### src/rtl/npcg_toggle_pkg.sv
// Shared types and constants for the NPCG Toggle MNC command path:
// dispatcher FSM encodings, PM one-hot commands and readID decode values.
package npcg_toggle_pkg;

    typedef enum logic [1:0] {
        S_IDLE  = 2'b00,
        S_BUSY  = 2'b01,
        S_DRAIN = 2'b11
    } state_t;

    localparam logic [7:0] PM_TIMER = 8'b0000_0001;
    localparam logic [7:0] PM_DI    = 8'b0000_0010;
    localparam logic [7:0] PM_CAL   = 8'b0000_1000;
    localparam logic [7:0] PM_PBR   = 8'b0100_0000;

    localparam logic [4:0] READID_TARGET = 5'd5;
    localparam logic [5:0] READID_OPCODE = 6'b101011;

endpackage

### src/rtl/npcg_toggle_slot_decoder.sv
// Matches target ID / opcode against the per-slot table;
// the lowest matching slot index wins.
module npcg_toggle_slot_decoder
    import npcg_toggle_pkg::*;
#(
    parameter int NumberOfSlots = 4,
    parameter int SelW = (NumberOfSlots > 1) ? $clog2(NumberOfSlots) : 1,
    parameter logic [5*NumberOfSlots-1:0] SlotTargetIDs = {4{READID_TARGET}},
    parameter logic [6*NumberOfSlots-1:0] SlotOpcodes =
        {6'b101100, 6'b101101, 6'b101010, READID_OPCODE}
) (
    input  logic [4:0]      iTargetID,
    input  logic [5:0]      iOpcode,
    output logic [SelW-1:0] oSel,
    output logic            oHit
);

    always_comb begin
        oSel = '0;
        oHit = 1'b0;
        // Walk downward so the lowest match is the one left standing.
        for (int i = NumberOfSlots - 1; i >= 0; i--) begin
            if (iTargetID == SlotTargetIDs[5*i +: 5] &&
                iOpcode == SlotOpcodes[6*i +: 6]) begin
                oSel = SelW'(i);
                oHit = 1'b1;
            end
        end
    end

endmodule

### src/rtl/npcg_toggle_mnc_dispatcher.sv
// Routes NPCG commands to one Toggle MNC slot and gives that slot
// exclusive use of the shared PM port and read path until it finishes.
module npcg_toggle_mnc_dispatcher
    import npcg_toggle_pkg::*;
#(
    parameter int NumberOfWays = 4,
    parameter int NumberOfSlots = 4,
    parameter logic [5*NumberOfSlots-1:0] SlotTargetIDs = {4{READID_TARGET}},
    parameter logic [6*NumberOfSlots-1:0] SlotOpcodes =
        {6'b101100, 6'b101101, 6'b101010, READID_OPCODE},
    parameter logic [15:0] TimeoutCycles = 16'd65535,
    localparam int SelW = (NumberOfSlots > 1) ? $clog2(NumberOfSlots) : 1
) (
    input  logic                              iSystemClock,
    input  logic                              iReset,
    input  logic [5:0]                        iOpcode,
    input  logic [4:0]                        iTargetID,
    input  logic                              iCMDValid,
    output logic                              oCMDReady,
    output logic [NumberOfSlots-1:0]          oSlotCMDValid,
    input  logic [NumberOfSlots-1:0]          iSlotCMDReady,
    input  logic [NumberOfSlots-1:0]          iSlotLastStep,
    input  logic [8*NumberOfSlots-1:0]        iSlotPCommand,
    input  logic [3*NumberOfSlots-1:0]        iSlotPCommandOption,
    input  logic [NumberOfWays*NumberOfSlots-1:0] iSlotTargetWay,
    input  logic [16*NumberOfSlots-1:0]       iSlotNumOfData,
    input  logic [NumberOfSlots-1:0]          iSlotCASelect,
    input  logic [8*NumberOfSlots-1:0]        iSlotCAData,
    output logic [8*NumberOfSlots-1:0]        oSlotPM_Ready,
    output logic [8*NumberOfSlots-1:0]        oSlotPM_LastStep,
    input  logic [32*NumberOfSlots-1:0]       iSlotReadData,
    input  logic [NumberOfSlots-1:0]          iSlotReadLast,
    input  logic [NumberOfSlots-1:0]          iSlotReadValid,
    output logic [NumberOfSlots-1:0]          oSlotReadReady,
    output logic [31:0]                       oReadData,
    output logic                              oReadLast,
    output logic                              oReadValid,
    input  logic                              iReadReady,
    input  logic [7:0]                        iPM_Ready,
    input  logic [7:0]                        iPM_LastStep,
    output logic [7:0]                        oPM_PCommand,
    output logic [2:0]                        oPM_PCommandOption,
    output logic [NumberOfWays-1:0]           oPM_TargetWay,
    output logic [15:0]                       oPM_NumOfData,
    output logic                              oPM_CASelect,
    output logic [7:0]                        oPM_CAData,
    output logic                              oBusy,
    output logic [SelW-1:0]                   oOwner,
    output logic                              oDecodeError,
    output logic                              oTimeout
);

    state_t          state_q, state_d;
    logic [SelW-1:0] owner_q, owner_d;
    logic [15:0]     count_q, count_d;
    logic            timeout_q, timeout_d;

    logic [SelW-1:0] sel;
    logic            hit;
    logic            sel_ready;
    logic            own_ready;
    logic            own_last;
    logic            owned;

    npcg_toggle_slot_decoder #(
        .NumberOfSlots(NumberOfSlots),
        .SelW(SelW),
        .SlotTargetIDs(SlotTargetIDs),
        .SlotOpcodes(SlotOpcodes)
    ) u_dec (
        .iTargetID(iTargetID),
        .iOpcode(iOpcode),
        .oSel(sel),
        .oHit(hit)
    );

    assign owned = (state_q != S_IDLE);

    // Owner mux for PM fields, PM handshakes and the read stream.
    always_comb begin
        own_ready          = 1'b0;
        own_last           = 1'b0;
        sel_ready          = 1'b0;
        oPM_PCommand       = '0;
        oPM_PCommandOption = '0;
        oPM_TargetWay      = '0;
        oPM_NumOfData      = '0;
        oPM_CASelect       = 1'b0;
        oPM_CAData         = '0;
        oSlotPM_Ready      = '0;
        oSlotPM_LastStep   = '0;
        oSlotReadReady     = '0;
        oReadData          = '0;
        oReadLast          = 1'b0;
        oReadValid         = 1'b0;
        for (int i = 0; i < NumberOfSlots; i++) begin
            if (sel == SelW'(i)) begin
                sel_ready = iSlotCMDReady[i];
            end
            if (owner_q == SelW'(i)) begin
                own_ready = iSlotCMDReady[i];
                own_last  = iSlotLastStep[i];
                if (owned) begin
                    oPM_PCommand       = iSlotPCommand[8*i +: 8];
                    oPM_PCommandOption = iSlotPCommandOption[3*i +: 3];
                    oPM_TargetWay      = iSlotTargetWay[NumberOfWays*i +: NumberOfWays];
                    oPM_NumOfData      = iSlotNumOfData[16*i +: 16];
                    oPM_CASelect       = iSlotCASelect[i];
                    oPM_CAData         = iSlotCAData[8*i +: 8];
                    oSlotPM_Ready[8*i +: 8]    = iPM_Ready;
                    oSlotPM_LastStep[8*i +: 8] = iPM_LastStep;
                    oSlotReadReady[i]  = iReadReady;
                    oReadData          = iSlotReadData[32*i +: 32];
                    oReadLast          = iSlotReadLast[i];
                    oReadValid         = iSlotReadValid[i];
                end
            end
        end
    end

    always_comb begin
        state_d       = state_q;
        owner_d       = owner_q;
        count_d       = count_q;
        timeout_d     = timeout_q;
        oCMDReady     = 1'b0;
        oSlotCMDValid = '0;
        oDecodeError  = 1'b0;
        unique case (state_q)
            S_IDLE: begin
                oCMDReady = hit ? sel_ready : 1'b1;
                if (iCMDValid && hit) begin
                    oSlotCMDValid[sel] = 1'b1;
                end
                if (iCMDValid && oCMDReady) begin
                    if (hit) begin
                        owner_d   = sel;
                        count_d   = '0;
                        timeout_d = 1'b0;
                        state_d   = S_BUSY;
                    end else begin
                        oDecodeError = 1'b1;
                    end
                end
            end
            S_BUSY: begin
                if (count_q != TimeoutCycles) begin
                    count_d = count_q + 16'd1;
                end
                if (count_d == TimeoutCycles) begin
                    timeout_d = 1'b1;
                end
                if (own_last) begin
                    state_d = S_DRAIN;
                end
            end
            S_DRAIN: begin
                if (own_ready) begin
                    state_d = S_IDLE;
                end
            end
            default: state_d = S_IDLE;
        endcase
    end

    always_ff @(posedge iSystemClock) begin
        if (iReset) begin
            state_q   <= S_IDLE;
            owner_q   <= '0;
            count_q   <= '0;
            timeout_q <= 1'b0;
        end else begin
            state_q   <= state_d;
            owner_q   <= owner_d;
            count_q   <= count_d;
            timeout_q <= timeout_d;
        end
    end

    assign oBusy    = (state_q == S_BUSY);
    assign oOwner   = owner_q;
    assign oTimeout = timeout_q;

endmodule

### config.mk
export PLATFORM = sky130hd
export DESIGN_NAME = npcg_toggle_mnc_dispatcher
export DESIGN_NICKNAME = d
export VERILOG_FILES = /design/src/rtl/npcg_toggle_pkg.sv /design/src/rtl/npcg_toggle_slot_decoder.sv /design/src/rtl/npcg_toggle_mnc_dispatcher.sv
export SDC_FILE = /design/constraint.sdc
export NUM_CORES = 1
export LEC_CHECK = 0
export CORE_AREA = 2 2 187 189
export CTS_BUF_LIST = sky130_fd_sc_hd__clkbuf_8
export DETAILED_ROUTE_END_ITERATION = 8
export DIE_AREA = 0 0 189 191
export GPL_TIMING_DRIVEN = 0
export PLACE_DENSITY = 0.53
export SLEW_MARGIN = 20
export SYNTH_ARGS = -nofsm -noshare
export SYNTH_HDL_FRONTEND = slang
export SYNTH_SLANG_ARGS = --single-unit
### constraint.sdc
create_clock -name iSystemClock -period 3.96 [get_ports iSystemClock]
set_clock_uncertainty 0.1 [all_clocks]
set_input_delay 1.188 -clock iSystemClock [delete_from_list [all_inputs] [get_ports iSystemClock]]
set_output_delay 1.188 -clock iSystemClock [all_outputs]
set_load 0.03 [all_outputs]
# --- After elaboration in Yosys (flattened, before gate mapping) ---
# Cells that the tools add are included.
classes:
  n_addsub: 1
  n_eq_ne: 20
  n_mux: 130
  reduce_logical: 16
  magnitude_cmp: 2
op_table:
  columns: ["operator", "n"]
  rows:
  - ["32-bit 2-to-1 mux", 8]
  - ["8-bit 2-to-1 mux", 26]
  - ["16-bit 2-to-1 mux", 12]
  - ["1-bit 2-to-1 mux", 54]
  - ["4-bit 2-to-1 mux", 10]
  - ["16-bit case mux with 2 select lines", 1]
  - ["6-bit equality test (second input constant)", 4]
  - ["3-bit 2-to-1 mux", 8]
  - ["16-bit by 1-bit adder with 16-bit output (second input constant)", 1]
  - ["16-bit equality test (second input constant)", 1]
  - ["2-bit 2-to-1 mux", 8]
  - ["16-bit inequality test (second input constant)", 1]
  - ["2-bit equality test (second input constant)", 5]
  - ["4-bit AND reduction", 2]
  - ["1-bit logical AND", 7]
  - ["2-bit by 1-bit equality test with 1-bit output (second input constant)", 3]
  - ["2-bit logical NOT", 3]
  - ["2-bit inequality test (second input constant)", 3]
  - ["2-bit case mux with 3 select lines", 1]
  - ["3-bit AND reduction", 2]
  - ["5-bit by 3-bit equality test with 1-bit output (second input constant)", 1]
  - ["2-bit by 1-bit inequality test with 1-bit output (second input constant)", 2]
  - ["2-bit nonzero test", 2]
  - ["2-bit by 3-bit < comparator with 1-bit output (second input constant)", 1]
  - ["3 further kinds", 3]
totals:
  input_bits: 335
  register_bits: 21
  elab_cells: 173

# --- Depth between registers and ports, before layout ---
# Gate-level depths: netlist of the first run.
depth:
  word_depth: 15
  ltp_mapped: 8
  mapped_depth_nobuf: 7

# --- By module ---
# Synthesis of the first run repeated with hierarchy kept, for this count alone.
unflattened:
  hier_cells: 452
  area_unflattened_um2: 4290.4
modules_own_cells:
  columns: ["module", "cells_each", "instances", "seq_area_each_um2", "area_per_inst_um2"]
  rows:
  - ["npcg_toggle_mnc_dispatcher", 445, 1, 420.4, 4231.6]
  - ["npcg_toggle_slot_decoder", 7, 1, 0.0, 58.8]

# --- Worst setup path before layout of the first run ---
# Ideal clock, no wire load.
synth_timing:
  path_type: "input-to-output"
  from: "in iTargetID[1]"
  to: "out oSlotCMDValid[1]"
  slack_ns: 0.075
  arrival_time_ns: 2.597
  path_buffers: 0
  stages: 4
  required_ns: 2.672
  path_cell_list: "nand4b_1 > nor4_4 > nand3_1 > nor3_1"
synth_between:
  elab_chain_len: 12
  elab_cells_between_ends: 21
  classes_between: "order compare (2); eq/ne (1); mux (12); reduce/logical (6)"
synth_rtl:
  columns: ["item", "line", "source"]
  rows:
  - ["start, declared", "npcg_toggle_mnc_dispatcher.sv:17", "input logic [4:0] iTargetID,"]
  - ["5-bit by 3-bit equality test with 1-bit output (*)", "npcg_toggle_slot_decoder.sv:23", "if (iTargetID == SlotTargetIDs[5*i +: 5] &&"]
  - ["1-bit logical AND", "npcg_toggle_slot_decoder.sv:23", null]
  - ["2-bit 2-to-1 mux (4 in a row)", "npcg_toggle_slot_decoder.sv:23", null]
  - ["2-bit by 3-bit < comparator with 1-bit output (not written as such) or 2-bit by 1-bit greater-or-equal comparator with 1-bit output (tied branches)", "npcg_toggle_mnc_dispatcher.sv:133", "oSlotCMDValid[sel] = 1'b1;"]
  - ["1-bit logical AND (not written as such)", "npcg_toggle_mnc_dispatcher.sv:133", null]
  - ["1-bit 2-to-1 mux (not written as such)", "npcg_toggle_mnc_dispatcher.sv:133", null]
  - ["1-bit demux with 2-bit select", "npcg_toggle_mnc_dispatcher.sv:133", null]
  - ["4-bit 2-to-1 mux (*)", "npcg_toggle_mnc_dispatcher.sv:132", "if (iCMDValid && hit) begin"]
  - ["4-bit 2-to-1 mux (*)", "npcg_toggle_mnc_dispatcher.sv:129", "unique case (state_q)"]
  - ["end, declared", "npcg_toggle_mnc_dispatcher.sv:20", "output logic [NumberOfSlots-1:0] oSlotCMDValid,"]
# Every way passes the cells marked *; elsewhere a longest branch is shown, timed or not.

# --- Worst setup path after layout of the first run ---
layout_timing:
  from: "in iSlotReadData[76]"
  to: "out oReadData[12]"
layout_between:
  elab_chain_len: 4
layout_rtl:
  columns: ["item", "line", "source"]
  rows:
  - ["start, declared", "npcg_toggle_mnc_dispatcher.sv:31", "input logic [32*NumberOfSlots-1:0] iSlotReadData,"]
  - ["32-bit 2-to-1 mux (*)", "npcg_toggle_mnc_dispatcher.sv:103", "if (owned) begin"]
  - ["32-bit 2-to-1 mux (*)", "npcg_toggle_mnc_dispatcher.sv:100", "if (owner_q == SelW'(i)) begin"]
  - ["32-bit 2-to-1 mux", "npcg_toggle_mnc_dispatcher.sv:103", null]
  - ["32-bit 2-to-1 mux (*)", "npcg_toggle_mnc_dispatcher.sv:100", null]
  - ["end, declared", "npcg_toggle_mnc_dispatcher.sv:35", "output logic [31:0] oReadData,"]
# Marked as above.

==> out/qor.yml, run 1 <==
run_status:
  status: "finished with violations"
  violations: "setup timing"
drt:
  ant_nets: 0
  drtIter0Drc: 290
  firstDrtPassIters: 6
  wl_per_cell_microns: 23.65
  vias: 5983
  wl_microns: 33300
  route.detailed.drc: 0
  avgViaCountPerCell: 4.249
floorplanning:
  ioPinCount: 487
  die_y_microns: 191
  start_util_pct: 12.61
  core-area_sq_um: 34120
  die-width_microns: 189
  dieArea_sq_um: 36100
  rows: 68
place:
  preCtsSetupSlack_ns: -1.100
  io_buffers: 486
  place_area_sq_um: 9736
  dp_hpwl_microns: 28130
  finalWeightedCongestion: 0.8634
timing:
  fin_crit_ns: 3.988
  fin_ws_ns: -0.02810
  timing.final.crit_share_pct: 100.7
  worstMarginPinSlew_ns: 0.7419
  hold_viol: 0
  rsz0062_at_grt: "false"
  final_max_slew_viol_count: 0
  fmax_mhz: 250.7
  setup_viol: 1
  max_slew_margin_pct: 50.54
critical_path:
  cp.arrival_ns: 2.70
  crit_chain: "clkdlybuf4s50_1, mux4_2, and2_1, clkdlybuf4s15_1"
  r2r_slack_ns: 1.36
  slowest_stage: "mux4_2"
  critical_path_required_ns: 2.67
  slowest_delay_ns: 0.53
  end_kind: "output port"
  critPathLaunchType: "primary input"
  critPathKind: "primary input to output port"
  critPathMaxFanout: 1
synthesis:
  async_reset_ff_share_pct: 0
  ys.flop_type: "dfxtp_1"
  yosysWarningCount: 0
  ys_types: 58
  yosys-top-cells-area: "mux4_2 39%, and2_1 21%, dfxtp_1 9.8%"
  synth_nets: 790
  ys_ff_latch: 21
  yosysTopAreaCell: "mux4_2"
  synth_enable_flop_cells: 0
  syn_area_sq_um: 4302
  synth_top_area_share_pct: 39.27
  synth_cells: 454
  syn_avg_cell_area_sq_um: 9.475
  yosysSeqAreaShare_pct: 9.773
clock_network:
  h-tree-depth: 1
  clk_latency_ns: 0.27
  cts_tree: "done"
  cts_buffers: 3
  cts.clk_slew.worst_paths_ns: 0.08
  cts-root-buf: "clkbuf_8"
  ctsHoldBuffers: 0
  numClockSinks: 21
  clockBufferDepth: 2
finish:
  finalNetCount: 1285
  area_delta_synth_final_pct: 127.5
  mostFrequentLayoutCells: "394 x clkdlybuf4s50_1, 142 x and2_1, 75 x mux4_2, 51 x dlygate4sd2_1"
  post-route-cell-area_sq_um: 9786
  layout_commonest_cell: "clkdlybuf4s50_1"
  drive_gt1_share_pct: 17.30
global_routing:
  grt_util_all_layers_pct: 17.20
  first_global_vias: 6228
  grt_pass1_wl_microns: 45120
  overflow: 0
  grt_max_degree: 13
  antenna_found_initial: 11
power_and_ir_drop:
  p_leak_nw: 3.756
  power_density_nw_per_um2: 82.02
  vdd_drop_max_mv: 0.07815
worst_hold_path:
  hold_path.class: "flop to flop"
run:
  timing.max_cap.violations: 0
[cell type report]
type / count / area, sq um
Antenna cell: 5 / 12.51
Buffer: 41 / 215.2
Clock buffer: 3 / 41.29
Clock inverter: 1 / 5.005
Fill cell: 3651 / 24330
Inverter: 6 / 22.52
Multi-Input combinational cell: 385 / 3721
Sequential cell: 21 / 420.4
Tap cell: 455 / 569.3
Timing Repair Buffer: 491 / 4778
[critical path: cells and delay by family]
family / cells / cell delay (ns)
buf+inv: 2 / 0.79
mux: 1 / 0.53
simple gates: 1 / 0.19
[per-layer routing]
layer  global-route usage (%)  up-vias  share of wire, %
li1                         -     2718                 -
met1                    21.00     2924                40
met2                    30.60      304                50
met3                    4.810       29               8.3
met4                    2.464        8               1.1
met5                        0        -              0.13
[cells in the mapped netlist, types with 2 or more instances]
master      n
a211oi_1    2
a21oi_1    16
a22oi_1     4
a311oi_1    2
a31oi_1     8
and2_1    142
and3_1      5
buf_1       2
buf_2      15
clkbuf_1   23
dfxtp_1    21
inv_1       6
mux2_2      6
mux4_2     75
nand2_1    18
nand2b_1    5
nand3_1    10
nand3b_1    3
nand4_1     5
nand4b_1    3
nor2_1     19
nor2b_1     3
nor3_1     14
nor3b_1     3
nor4_4      2
o21ai_0     7
o22ai_1     2
or2_2       2
xnor2_1     2
[stage by stage]
step	setup TNS, ns	util, %	instances	hold WS (ns)	power (mW)
finish	-0.02810	28.68	1408	0.3989	0.8026
global route	0	28.66	1405	0.4224	0.8351
CTS	0	28.67	1403	0.4029	0.8076
detailed placement	-66.54	28.54	1395	0.3879	0.6554
global placement	-60.81	28.54	1395	0.3930	0.6521
floorplan	0	-	454	0.3969	0.2855
[registers in the layout, indices dropped and copies added (netlist names)]
register	cells
state_q	2
count_q	16
oTimeout	1
oOwner	2
[where the power goes]
| part | leakage, nW | switching, mW | internal, mW | total [mW] |
|---|---|---|---|---|
| Clock | 0.0255 | 0.0799 | 0.0704 | 0.150 |
| Sequential | 0.169 | 0.0000278 | 0.211 | 0.211 |
| Combinational | 3.56 | 0.0988 | 0.343 | 0.441 |
[logic make-up after synthesis]
kind of cell             count (synthesis)  synth area share, %
AO/OA/AOI/OAI                           50                7.621
XOR/XNOR                                 3               0.6109
adder cells (fa/ha/maj)                  1               0.2908
buffers and inverters                   48                4.828
flip-flops                              21                9.773
multiplexers                            82                41.07
AND/OR/NAND/NOR                        249                35.81
[final timing paths]
| path | startpoint | endpoint | cells past startpoint |
|---|---|---|---|
| worst max-delay path | iSlotReadData[76] | oReadData[12] | 4 |
| worst min-delay path | oTimeout$_SDFFE_PP0P_ | oTimeout$_SDFFE_PP0P_ | 2 |
| worst max register to register | count_q[0]$_SDFFE_PP0P_ | oTimeout$_SDFFE_PP0P_ | 8 |
| worst min register to register | oTimeout$_SDFFE_PP0P_ | oTimeout$_SDFFE_PP0P_ | 2 |
[timing repair]
| item | CTS | global route |
|---|---|---|
| endpoints found under the setup margin | 148 | 39 |
| pin swaps | 5 | 4 |
| setup buffers | 5 | 0 |
| gates resized for setup | 155 | 44 |
Power figures use the tool's default switching activity.
==> inputs of run 2 (changes only) <==
Settings changed: TNS_END_PERCENT set to 30.
==> out/qor.yml, run 2 (synthesis results as in run 1) <==
run_status:
  status: "finished with violations"  # unchanged
  violations: "setup timing"  # unchanged
power_and_ir_drop:
  power_density_nw_per_um2: 81.69  # was 82.02 nW/um^2
  p_total_uw: 803.6  # was 802.6 uW
  seqPwrFrac_pct: 26.3  # about the same
  switching_power_uw: 179.3  # was 178.7 uW
  clkPwrFrac_pct: 18.7  # about the same
  p_sw_share_pct: 22.31  # was 22.26%
  vdd_drop_max_mv: 0.07790  # was 0.07815 mV
  combPwrFrac_pct: 55.1  # was 55.0%
  p_leak_nw: 3.794  # was 3.756 nW
  internal-power_uw: 624.3  # was 623.9 uW
timing:
  fin_crit_ns: 3.979  # was 3.988 ns
  setup_viol: 2  # was 1
  max_slew_margin_pct: 48.72  # was 50.54%
  fin_ws_ns: -0.01929  # was -0.02810 ns
  rsz0062_at_grt: "true"  # was false
  timing.final.crit_share_pct: 100.5  # was 100.7%
  worstMarginPinSlew_ns: 0.7692  # was 0.7419 ns
  fmax_mhz: 251.3  # was 250.7 MHz
  final_max_slew_viol_count: 0  # unchanged
  hold_viol: 0  # unchanged
clock_network:
  clk_latency_ns: 0.27  # about the same
  h-tree-depth: 1  # unchanged
  ctsHoldBuffers: 0  # unchanged
  clockBufferDepth: 2  # unchanged
  numClockSinks: 21  # unchanged
  cts_tree: "done"  # unchanged
  cts_buffers: 3  # unchanged
  cts.clk_slew.worst_paths_ns: 0.08  # about the same
  cts-root-buf: "clkbuf_8"  # unchanged
finish:
  drive_gt1_share_pct: 17.26  # was 17.30%
  post-route-cell-area_sq_um: 9838  # was 9786 sq um
  largest_reg_flops: 16  # unchanged
  mostFrequentLayoutCells: "394 x clkdlybuf4s50_1, 142 x and2_1, 75 x mux4_2, 56 x dlygate4sd2_1, 21 x dfxtp_1"  # was 394 x clkdlybuf4s50_1, 142 x and2_1, 75 x mux4_2, 51 x dlygate4sd2_1
  layout_commonest_cell: "clkdlybuf4s50_1"  # unchanged
  regMostFlops: "count_q"  # unchanged
  area_delta_synth_final_pct: 128.7  # was 127.5%
  finalNetCount: 1287  # was 1,285
floorplanning:
  start_util_pct: 12.61  # unchanged
  core-area_sq_um: 34120  # unchanged
  rows: 68  # unchanged
  die-width_microns: 189  # unchanged
  die_y_microns: 191  # unchanged
  ioPinCount: 487  # unchanged
  dieArea_sq_um: 36100  # unchanged
critical_path:
  critical_path_required_ns: 2.67  # about the same
  critPathKind: "primary input to output port"  # unchanged
  r2r-end: "oTimeout$_SDFFE_PP0P_"  # unchanged
  r2r-start: "count_q[0]$_SDFFE_PP0P_"  # unchanged
  reg2regPathDepth: 8  # unchanged
  critPathMaxFanout: 1  # unchanged
  r2r_slack_ns: 1.36  # about the same
  cp.arrival_ns: 2.69  # was 2.70 ns
  critPathLaunchType: "primary input"  # unchanged
  end_kind: "output port"  # unchanged
worst_hold_path:
  timing.hold.worst_path_depth: 2  # unchanged
  min_from: "oTimeout$_SDFFE_PP0P_"  # unchanged
  hold_path.class: "flop to flop"  # unchanged
  holdPathEnd: "oTimeout$_SDFFE_PP0P_"  # unchanged
global_routing:
  antenna_found_initial: 11  # unchanged
  grt_max_degree: 13  # unchanged
  first_global_vias: 6242  # was 6,228
  grt_util_all_layers_pct: 17.21  # was 17.20%
  overflow: 0  # unchanged
  grt_pass1_wl_microns: 45170  # was 45,120 microns
place:
  place_area_sq_um: 9736  # unchanged
  io_buffers: 486  # unchanged
  finalWeightedCongestion: 0.8634  # unchanged
  dp_hpwl_microns: 28130  # unchanged
drt:
  route.detailed.drc: 0  # unchanged
  firstDrtPassIters: 6  # unchanged
  wl_microns: 33350  # was 33,300 microns
  vias: 5979  # was 5,983
  drtIter0Drc: 286  # was 290
  avgViaCountPerCell: 4.240  # was 4.249
  wl_per_cell_microns: 23.65  # about the same
  ant_nets: 0  # unchanged
run:
  timing.max_cap.violations: 0  # unchanged
## run 2: worst max path at each step
stage / to / from / depth (start not counted)
finish: oReadData[12] / iSlotReadData[76] / 4
global route: oPM_NumOfData[15] / iSlotNumOfData[63] / 4
CTS: oDecodeError / iTargetID[1] / 6
detailed placement: oReadData[25] / oOwner[1]$_SDFFE_PP0P_ / 6
global placement: oReadData[25] / oOwner[1]$_SDFFE_PP0P_ / 6
floorplan: oSlotCMDValid[1] / iTargetID[1] / 4
## run 2: layout make-up
type,instances,area [sq um]
multi-input cells,385,3732
inverters,6,22.52
clock buffers,3,41.29
flip-flops and latches,21,420.4
well taps,455,569.3
fillers,3643,24280
diodes,5,12.51
clock inverters,1,5.005
plain buffers,41,216.5
repair buffers,493,4818
## run 2: per-stage QoR
stage | hold slack [ns] | TNS [ns] | cells | setup slack, ns | utilization [%]
floorplan | 0.3969 | 0 | 454 | 0.07462 | -
global placement | 0.3930 | -60.81 | 1395 | -1.017 | 28.54
detailed placement | 0.3879 | -66.54 | 1395 | -1.100 | 28.54
CTS | 0.4029 | -0.1621 | 1403 | -0.1035 | 28.69
global route | 0.4224 | -0.05419 | 1407 | -0.03575 | 28.81
finish | 0.3996 | -0.02045 | 1410 | -0.01929 | 28.84
## run 2: power by group through the flow
stage	clock network (mW)	registers, mW	logic [mW]
floorplan	0	0.216	0.0696
global placement	0	0.216	0.436
detailed placement	0	0.216	0.439
CTS	0.154	0.211	0.443
global route	0.161	0.211	0.464
finish	0.150	0.211	0.442
## run 2: timing repair
item                                   in CTS  in global routing
cloned                                      0                  0
endpoints found under the hold margin       0                  0
buffers inserted                            4                  3
gates resized for setup                   148                 50
setup endpoints to repair                 148                 41
pin swaps                                   4                  4
## run 2: worst max-delay path, cell delays in order
cell	delay, ns
clkdlybuf4s50_1	0.46
mux4_2	0.52
and2_1	0.18
clkdlybuf4s15_1	0.34
## run 2: routing by layer
| layer | track usage [%] | up-vias | wire length, microns |
|---|---|---|---|
| met5 | 0 | - | 43 |
| met2 | 30.60 | 297 | 16800 |
| li1 | - | 2723 | - |
| met4 | 2.464 | 8 | 392 |
| met3 | 4.810 | 29 | 2523 |
| met1 | 21.04 | 2922 | 13590 |
